===== config.mk =====
export PLATFORM = sky130hd
export DESIGN_NAME = event_encoder_8to3
export DESIGN_NICKNAME = d
export VERILOG_FILES = /design/src/rtl/event_encoder_8to3_pkg.sv /design/src/rtl/event_encoder_8to3_prio_enc8.sv /design/src/rtl/event_encoder_8to3.sv
export SDC_FILE = /design/constraint.sdc
export NUM_CORES = 1
export LEC_CHECK = 0
export ABC_CLOCK_PERIOD_IN_PS = 2200
export BUFFER_PORTS_ARGS = -buffer_cell sky130_fd_sc_hd__buf_2
export CAP_MARGIN = 40
export CORE_AREA = 3 3 63 65
export DETAILED_ROUTE_END_ITERATION = 10
export DIE_AREA = 0 0 66 68
export GPL_TIMING_DRIVEN = 0
export PLACE_DENSITY_LB_ADDON = 0.25
export SYNTH_ARGS = -nofsm -noshare
export SYNTH_HDL_FRONTEND = slang
export SYNTH_HIERARCHICAL = 1
export SYNTH_SLANG_ARGS = --single-unit
export TNS_END_PERCENT = 30

===== constraint.sdc =====
create_clock -name Clock -period 2.2 [get_ports Clock]
set_input_delay 0.44 -clock Clock [delete_from_list [all_inputs] [get_ports Clock]]
set_output_delay 0.44 -clock Clock [all_outputs]
set_load 0.01 [all_outputs]

===== src/rtl/event_encoder_8to3_pkg.sv =====
// rtl/event_encoder_8to3_pkg.sv - shared widths and FSM encoding for the 8-to-3 event encoder
package event_encoder_8to3_pkg;

  localparam int N_REQ  = 8;
  localparam int CODE_W = 3;

  typedef enum logic {
    ST_IDLE = 1'b0,
    ST_HOLD = 1'b1
  } state_e;

endpackage


===== src/rtl/event_encoder_8to3_prio_enc8.sv =====
// rtl/event_encoder_8to3_prio_enc8.sv - combinational 8-bit priority encoder with one-hot of the winner
module prio_enc8
  import event_encoder_8to3_pkg::*;
#(
  parameter bit LOW_FIRST = 1'b1
) (
  input  logic [N_REQ-1:0]  req,
  output logic [CODE_W-1:0] idx,
  output logic              any,
  output logic [N_REQ-1:0]  onehot
);

  // Scan toward the highest-priority bit last so that it overrides the others.
  always_comb begin
    idx = '0;
    if (LOW_FIRST) begin
      for (int i = N_REQ - 1; i >= 0; i--) begin
        if (req[i]) idx = CODE_W'(i);
      end
    end else begin
      for (int i = 0; i < N_REQ; i++) begin
        if (req[i]) idx = CODE_W'(i);
      end
    end
    any    = |req;
    onehot = any ? (N_REQ'(1) << idx) : '0;
  end

endmodule


===== src/rtl/event_encoder_8to3.sv =====
// rtl/event_encoder_8to3.sv - captures request events as pending bits and emits their indices over valid/ready
module event_encoder_8to3
  import event_encoder_8to3_pkg::*;
#(
  parameter bit EDGE_MODE = 1'b1,
  parameter bit LOW_FIRST = 1'b1
) (
  input  logic              Clock,
  input  logic              Resetn,
  input  logic              EN,
  input  logic [N_REQ-1:0]  REQ,
  input  logic              READY,
  output logic [CODE_W-1:0] CODE,
  output logic              VALID,
  output logic [N_REQ-1:0]  PEND,
  output logic              OVF
);

  state_e              state_q, state_d;
  logic [CODE_W-1:0]   code_q, code_d;
  logic [N_REQ-1:0]    pend_q, pend_d;
  logic [N_REQ-1:0]    prev_q, prev_d;
  logic                ovf_q, ovf_d;
  logic [N_REQ-1:0]    new_ev;
  logic [N_REQ-1:0]    clr;
  logic                load;
  logic [CODE_W-1:0]   pend_idx;
  logic                pend_any;
  logic [N_REQ-1:0]    pend_onehot;

  prio_enc8 #(.LOW_FIRST(LOW_FIRST)) u_prio (
    .req    (pend_q),
    .idx    (pend_idx),
    .any    (pend_any),
    .onehot (pend_onehot)
  );

  always_comb begin
    new_ev = '0;
    if (EN) new_ev = EDGE_MODE ? (REQ & ~prev_q) : REQ;
    prev_d  = REQ;
    state_d = state_q;
    code_d  = code_q;
    load    = 1'b0;
    case (state_q)
      ST_IDLE: begin
        if (pend_any) begin
          load    = 1'b1;
          state_d = ST_HOLD;
        end
      end
      ST_HOLD: begin
        if (READY) begin
          if (pend_any) load = 1'b1;
          else          state_d = ST_IDLE;
        end
      end
      default: state_d = ST_IDLE;
    endcase
    if (load) code_d = pend_idx;
    // A fresh event on the bit being loaded re-sets it, counting as a second event.
    clr    = load ? pend_onehot : '0;
    pend_d = (pend_q & ~clr) | new_ev;
    ovf_d  = ovf_q | (|(new_ev & pend_q & ~clr));
  end

  always_ff @(posedge Clock) begin
    if (!Resetn) begin
      state_q <= ST_IDLE;
      code_q  <= '0;
      pend_q  <= '0;
      prev_q  <= '0;
      ovf_q   <= 1'b0;
    end else begin
      state_q <= state_d;
      code_q  <= code_d;
      pend_q  <= pend_d;
      prev_q  <= prev_d;
      ovf_q   <= ovf_d;
    end
  end

  assign CODE  = code_q;
  assign VALID = (state_q == ST_HOLD);
  assign PEND  = pend_q;
  assign OVF   = ovf_q;

endmodule


==> results.cfg, run 1 <==
[outcome]
status = finished clean

[die]
start_util_pct = 29.86
core_um2 = 3390
rows = 21
dieArea_um2 = 4488
ios = 25
die_y_um = 68
fp.dieW_um = 66

[timing]
period_share_pct = 90.03
worst_pin_slew_ns = 0.4009
layout_min_cycle_time_ns = 1.981
skew_ns = 0.003806
holdWs_ns = 0.3351
slew_headroom_pct = 73.02
setup_viol = 0
hold_viol_final = 0
timing.final.ws_setup_ns = 0.2193
finalSetupTns_ns = 0
slew_violations = 0
fmax_mhz = 504.9
rsz0062_at_grt = false

[detailed_routing]
drt_wl_total_um = 2208
num_vias = 859
drt_iter0_markers = 14
drtAntennaViolNets = 0
wl_per_cell_um = 11.74
firstDrtPassIters = 4
via_per_inst = 4.569
route.detailed.drc = 0

[place]
portBuffers = 23
dp_hpwl_um = 1742
place_area_um2 = 1185
place_ws_ns = 0.2548
place_congestion = 0.8259

[logic_synthesis]
syn_nets = 127
async_flop_share_pct = 0
yosysTopAreaCellShare_pct = 41.53
ys_warn_count = 6
netlist_instances = 115
synth_edf_count = 0
ys_ff_latch = 21
synth.distinct_cells = 35
yosysSeqAreaShare_pct = 41.53
synth_top_area_cell = dfxtp_1
synthTopCellsByArea = dfxtp_1, and2_1, a21boi_0, nand2_1, nand3b_1
synthTopCellsByCount = dfxtp_1, nand2_1, and2_1
ys.flop_type = dfxtp_1
yosysMostFrequentCell = dfxtp_1
syn_avg_cell_area_um2 = 8.802
syn_area_um2 = 1012

[setup_path]
cp_max_fo = 6
crit_buf_inv = 1
cp_cell_sequence = inv_2, a221o_2, nor2_1, and2_1, a211o_2, o21ai_0, o41a_1
crit_family = compound AO/OA/AOI/OAI gates
end_kind = register
critPathMaxStageDelay_ns = 0.47
slowest_stage = dfxtp_1
arrival_ns = 2.18
cp.required_ns = 2.40
startpoint_type = register
worstSetupPathType = reg -> reg

[clocking]
clk_path_buf_depth = 2
clk_latency_ns = 0.30
clkSlewWorstSetupHoldPaths_ns = 0.12
hold_buffers = 0
cts_buffers = 3
post_cts_buffers = 0
cts_root_buf = clkbuf_4
cts_resized = 0
cts_max_level = 1
cts_tree = built
cts_sinks = 21

[global_route]
overflow = 0
track_usage_pct = 10.94
first_global_vias = 860
antenna_found_initial = 0
grt_pass1_wl_um = 3760
grt_max_degree = 13

[power]
ir_drop_mv = 0.2590
p_leak_uw = 0.0005035
power.density_nw_per_um2 = 662.7

[job]
drv_cap = 0

[final_layout]
area_growth_pct = 19.78
diodes = 0
final_cell_area_um2 = 1212
nets = 155
final_layout_size_suffix_gt1_share_pct = 28.17

[hold_path]
hold_class = in -> reg
## layout by cell type, fill, tap and decap left out, types with 3 or more instances in the layout
| cell type | count |
|---|---|
| a21boi_0 | 9 |
| and2_1 | 11 |
| buf_2 | 23 |
| clkbuf_4 | 3 |
| dfxtp_1 | 21 |
| inv_1 | 5 |
| nand2_1 | 14 |
| nand3_1 | 5 |
| nand3b_1 | 5 |
| nor2_1 | 7 |
| o21a_1 | 3 |
| o21ai_0 | 3 |
## layout make-up
| type | count | area [um^2] |
|---|---|---|
| Fill cell | 354 | 2177 |
| Multi-Input combinational cell | 82 | 518.0 |
| Sequential cell | 21 | 420.4 |
| Timing Repair Buffer | 23 | 115.1 |
| Tap cell | 46 | 57.56 |
| Buffer | 6 | 51.30 |
| Clock buffer | 3 | 22.52 |
| Inverter | 6 | 22.52 |
| Clock inverter | 1 | 5.005 |
## state kept, by name, indices dropped and copies added, names as in the netlist
signal / count
PEND: 8
VALID: 1
CODE: 3
prev_q: 8
OVF: 1
## stage by stage
stage | util [%] | power [uW] | instances
after floorplan | - | 563.1 | 115
after global placement | 34.96 | 619.4 | 184
after detailed placement | 34.96 | 622.4 | 184
after CTS | 35.77 | 816.2 | 188
after global routing | 35.77 | 851.6 | 188
final | 35.77 | 803.5 | 188
## worst register-to-register path: cells and delay by family, from the launching register on
family	cells	cell delay (ns)
compound gates	4	1.10
buf+inv	1	0.06
flops	1	0.47
simple gates	2	0.24
## worst paths after layout
| kind | slack, ns | cells after the start | end | start |
|---|---|---|---|---|
| setup / recovery | 0.22 | 7 | OVF | PEND[3] |
| hold / removal | 0.34 | 2 | prev_q[5] | REQ[5] |
| setup reg to reg | 0.22 | 7 | OVF | PEND[3] |
| hold reg to reg | 0.47 | 2 | CODE[0] | CODE[0] |
## layer usage
layer  up-vias  wire length, um  part of all wire [%]  track usage [%]
met5         -                0                     0                0
li1        454                -                     -                -
met1       395             1024                    46            12.33
met4         0               27                   1.2            5.330
met3         2               56                   2.5            2.627
met2         8             1099                    50            19.40
## cells by family after synthesis
group,after synthesis,synth area share (%)
flops,21,41.53
compound gates,29,21.26
buf+inv,12,7.293
simple gates,53,29.91
## report_power, final
part / internal [uW] / leakage, uW / switching [uW]
clock network: 67.8 / 0.0000177 / 123
registers: 409 / 0.000174 / 24.5
logic: 84.1 / 0.000312 / 94.4
total: 561 / 0.000503 / 242
(Power assumes the default switching activity.)
==> run 2: changes to the inputs <==
CORE_AREA = 3 3 60 67   (was 3 3 63 65)
DIE_AREA = 0 0 63 70   (was 0 0 66 68)
SETUP_SLACK_MARGIN = 0.5   (was not set)
==> run 2 against run 1 <==
- critical path depth did not move
- clock power barely moved
- first-iteration DRC count increased by 110%
- clock skew rose by 0.0071 ns
- total power rose by 1.8%
- worst setup slack improved by 0.10 ns
- sequential share of layout area is 0.46 points lower
- register-to-register slack better by 0.10 ns
- non-clock buffer count up 2
- largest cell class unchanged
- largest power group unchanged
==> results.cfg, run 2 (same netlist as run 1, synthesis figures left out) <==
[setup_path]
worstSetupPathType = reg -> reg
cp.required_ns = 2.41
rrSetupSlack_ns = 0.32
worstReg2RegEnd = OVF
cp_cell_sequence = nor4_4, o211ai_1, nor2b_1, nand2_1, o21ai_2, o22ai_2, o41a_1
ff2ff_path_depth = 7
end_kind = register
r2r-start = PEND[0]
startpoint_type = register
arrival_ns = 2.09
critPathMaxStageDelay_ns = 0.40
slowest_stage = dfxtp_4
cp_max_fo = 7

[timing]
rsz0062_at_grt = true
slew_headroom_pct = 74.22
skew_ns = 0.01092
finalSetupTns_ns = 0
period_share_pct = 85.41
hold_viol_final = 0
worst_pin_slew_ns = 0.3867
setup_viol = 0
fmax_mhz = 532.2
slew_violations = 0
layout_min_cycle_time_ns = 1.879
timing.final.ws_setup_ns = 0.3210

[power]
swShare_pct = 30.40
p_comb_share_pct = 23.5
p_switching_uw = 248.7
internal-power_uw = 569.4
pwr-share-seq_pct = 53.4
power.density_nw_per_um2 = 642.9
p_leak_uw = 0.0005197
ir_drop_mv = 0.2709
clkPwrFrac_pct = 23.1

[detailed_routing]
wl_per_cell_um = 12.52
drt_iter0_markers = 30
drt_wl_total_um = 2404
via_per_inst = 4.714
route.detailed.drc = 0
firstDrtPassIters = 4
num_vias = 905
drtAntennaViolNets = 0

[final_layout]
layout_commonest_cell = buf_2
final_cell_mix = buf_2, dfxtp_1, nand2_1
area_growth_pct = 25.71
finalNonFillerCells = 192
nets = 157
final_layout_size_suffix_gt1_share_pct = 35.42
final_cell_area_um2 = 1272
diodes = 0

[job]
drv_cap = 0

[clocking]
cts_max_level = 1
cts_sinks = 21
clkSlewWorstSetupHoldPaths_ns = 0.13
clk_path_buf_depth = 2
cts_buffers = 3
cts_root_buf = clkbuf_4
hold_buffers = 0
clk_latency_ns = 0.30
cts_tree = built

[place]
numPlacedInstances = 186
place_ws_ns = 0.3148
place_congestion = 0.8056
dp_hpwl_um = 1820
portBuffers = 23
place_area_um2 = 1207

[global_route]
grt_pass1_wl_um = 4181
overflow = 0
first_global_vias = 891
antenna_found_initial = 0
grt_max_degree = 14
track_usage_pct = 11.73

[die]
ios = 25
start_util_pct = 29.90
rows = 22
fp.dieW_um = 63
core_um2 = 3386
dieArea_um2 = 4410
die_y_um = 70

[hold_path]
hold_class = in -> reg
worstHoldStart = REQ[3]
holdPathStages = 2
hold_path_end = prev_q[3]

[outcome]
status = finished clean
-- run 2: cell types whose count changed in the layout (fill, tap and decap cells not counted), sizes merged --
cell      before  now
clkinvlp       0    1
clkinv         1    0
buf           26   28
-- run 2: per-stage QoR --
step | power [uW] | util [%] | hold slack, ns
after floorplan | 567.3 | - | 0.4829
after global placement | 625.2 | 35.66 | 0.4570
after detailed placement | 628.7 | 35.66 | 0.4605
after CTS | 826.7 | 37.10 | 0.3228
after global routing | 872.1 | 37.58 | 0.3273
final | 818.1 | 37.58 | 0.3357
-- run 2: how the worst max path moves through the flow --
stage,from,end,slack (ns),cells past startpoint
floorplan,PEND[6],OVF,0.51,6
global placement,PEND[0],OVF,0.34,6
detailed placement,PEND[2],OVF,0.31,7
CTS,PEND[3],OVF,0.35,7
global route,PEND[0],OVF,0.23,7
finish,PEND[0],OVF,0.32,7
-- run 2: timing repair --
action,CTS,global route
gates resized for setup,3,2
buffers inserted,1,1
cloned,0,0
pin swaps,6,3
endpoints found under the setup margin,1,9
-- run 2: layout make-up --
cell class                 count  area, um^2
fill                         368        2113
timing repair buffer          25       130.1
clock buffer                   3       22.52
clock inverter                 1       7.507
buffer                         6       51.30
inverter                       6       22.52
sequential                    21       435.4
tap                           48       60.06
multi-input combinational     82       543.0
-- run 2: power by group through the flow --
stage          Combinational [uW]  Clock, uW  Sequential [uW]
5_1_grt                       214        216              442
6_report                      192        189              437
4_1_cts                       188        201              438
3_5_place_dp                  183          0              446
3_3_place_gp                  181          0              444
2_1_floorplan                 117          0              451
-- run 2: worst max-delay path: cells and delay by family (launching register included) --
family	cells	cell delay, ns
AO/OA/AOI/OAI	4	0.78
flip-flops	1	0.40
AND/OR/NAND/NOR	3	0.60
-- run 2: per-layer routing --
layer  part of all wire [%]  up-vias  global-route usage [%]
met5                      0        -                       0
met4                   0.96        0                   5.147
met3                    4.6        2                   2.733
met2                     48       21                   19.34
met1                     46      427                   14.40
li1                       -      455                       -
==> run 3: changes to the inputs <==
PLACE_DENSITY = 0.57   (was not set)
PLACE_DENSITY_LB_ADDON = not set   (was 0.25)
==> run 3 against run 2 <==
- non-clock buffer count rose by 5
- final cell count rose by 2.6%
- worst setup slack improved by 0.051 ns
- largest power group unchanged
- highest routed layer unchanged
==> results.cfg, run 3 (same netlist as run 1, synthesis figures left out) <==
[power]
clkPwrFrac_pct = 23.1
p_comb_share_pct = 24.8
swShare_pct = 30.33
p_leak_uw = 0.0005463
ir_drop_mv = 0.3820
internal-power_uw = 582.2
power.density_nw_per_um2 = 637.3
pwr-share-seq_pct = 52.1
p_switching_uw = 253.5

[global_route]
grt_max_degree = 12
track_usage_pct = 12.31
antenna_found_initial = 0
first_global_vias = 975
overflow = 0
grt_pass1_wl_um = 4333

[die]
ios = 25
die_y_um = 70
start_util_pct = 29.90
core_um2 = 3386
dieArea_um2 = 4410
fp.dieW_um = 63
rows = 22

[timing]
finalSetupTns_ns = 0
fmax_mhz = 547.0
skew_ns = 0.01228
setup_viol = 0
layout_min_cycle_time_ns = 1.828
slew_violations = 0
worst_pin_slew_ns = 0.4175
timing.final.ws_setup_ns = 0.3717
period_share_pct = 83.10
slew_headroom_pct = 72.17
hold_viol_final = 0
rsz0062_at_grt = true

[clocking]
clk_path_buf_depth = 2
clk_latency_ns = 0.31
cts_root_buf = clkbuf_4
cts_sinks = 21
clkSlewWorstSetupHoldPaths_ns = 0.13
cts_tree = built
cts_buffers = 3
cts_max_level = 1
hold_buffers = 0

[final_layout]
area_growth_pct = 29.54
final_layout_size_suffix_gt1_share_pct = 38.26
final_cell_mix = buf_2, nand2_1, dfxtp_1
finalNonFillerCells = 197
diodes = 0
layout_commonest_cell = buf_2
nets = 162
fillerInstances = 357

[setup_path]
end_kind = register
arrival_ns = 2.03
startpoint_type = register
cp_max_fo = 4
worstSetupPathType = reg -> reg
cp.required_ns = 2.40

[outcome]
status = finished clean

[place]
place_congestion = 0.8501
numPlacedInstances = 186
dp_hpwl_um = 1785
portBuffers = 23
place_ws_ns = 0.3238

[detailed_routing]
drtAntennaViolNets = 0
drt_iter0_markers = 11
firstDrtPassIters = 4
drt_wl_total_um = 2481
route.detailed.drc = 0
via_per_inst = 4.751
num_vias = 936
wl_per_cell_um = 12.59

[job]
drv_cap = 0

[hold_path]
hold_class = in -> reg
## run 3: final timing paths
kind                            cells past startpoint        end  slack [ns]    start
worst max-delay path                                6        OVF        0.37  PEND[0]
worst min-delay path                                2  prev_q[3]        0.34   REQ[3]
worst max register to register                      6        OVF        0.37  PEND[0]
worst min register to register                      2    CODE[0]        0.47  CODE[0]
## run 3: repair_timing
item / CTS / global route
pin swaps: 5 / 0
gates resized for setup: 8 / 0
endpoints found under the setup margin: 1 / 2
setup buffers: 7 / 0
## run 3: power by group through the flow
stage	logic, uW	registers (uW)	clock network, uW
global placement	180	444	0
detailed placement	183	445	0
global route	233	439	214
CTS	206	435	199
floorplan	117	451	0
finish	207	435	193
## run 3: metal layers
metal / share of wire [%] / track usage [%] / vias up
met5: 0 / 0 / -
met4: 0.56 / 4.412 / 0
met3: 4.6 / 3.537 / 2
met2: 49 / 20.98 / 23
met1: 46 / 14.51 / 442
li1: - / - / 469
## run 3: critical path: stages, from the launching register on
cell	delay [ns]
dfxtp_4	0.38
buf_4	0.14
nor2_1	0.15
and2_1	0.19
a311oi_2	0.12
a221o_1	0.32
o41a_1	0.42
## run 3: through the flow
step                utilization (%)  cell area [um^2]  hold WS [ns]  total power (uW)
detailed placement            35.66              1207        0.4608             627.9
global route                  38.73              1311        0.3326             886.6
global placement              35.66              1207        0.4521             624.0
floorplan                         -              1032        0.4829             567.3
finish                        38.73              1311        0.3359             835.7
CTS                           38.73              1311        0.3265             840.7
## run 3: area by class of cell
type                    count  area, um^2  area share, %
plain buffers               6       51.30          3.912
multi-input cells          82       543.0          41.41
repair buffers             30       167.7          12.79
flip-flops and latches     21       440.4          33.59
inverters                   6       22.52          1.718
well taps                  48       60.06          4.580
clock buffers               4       26.28          2.004
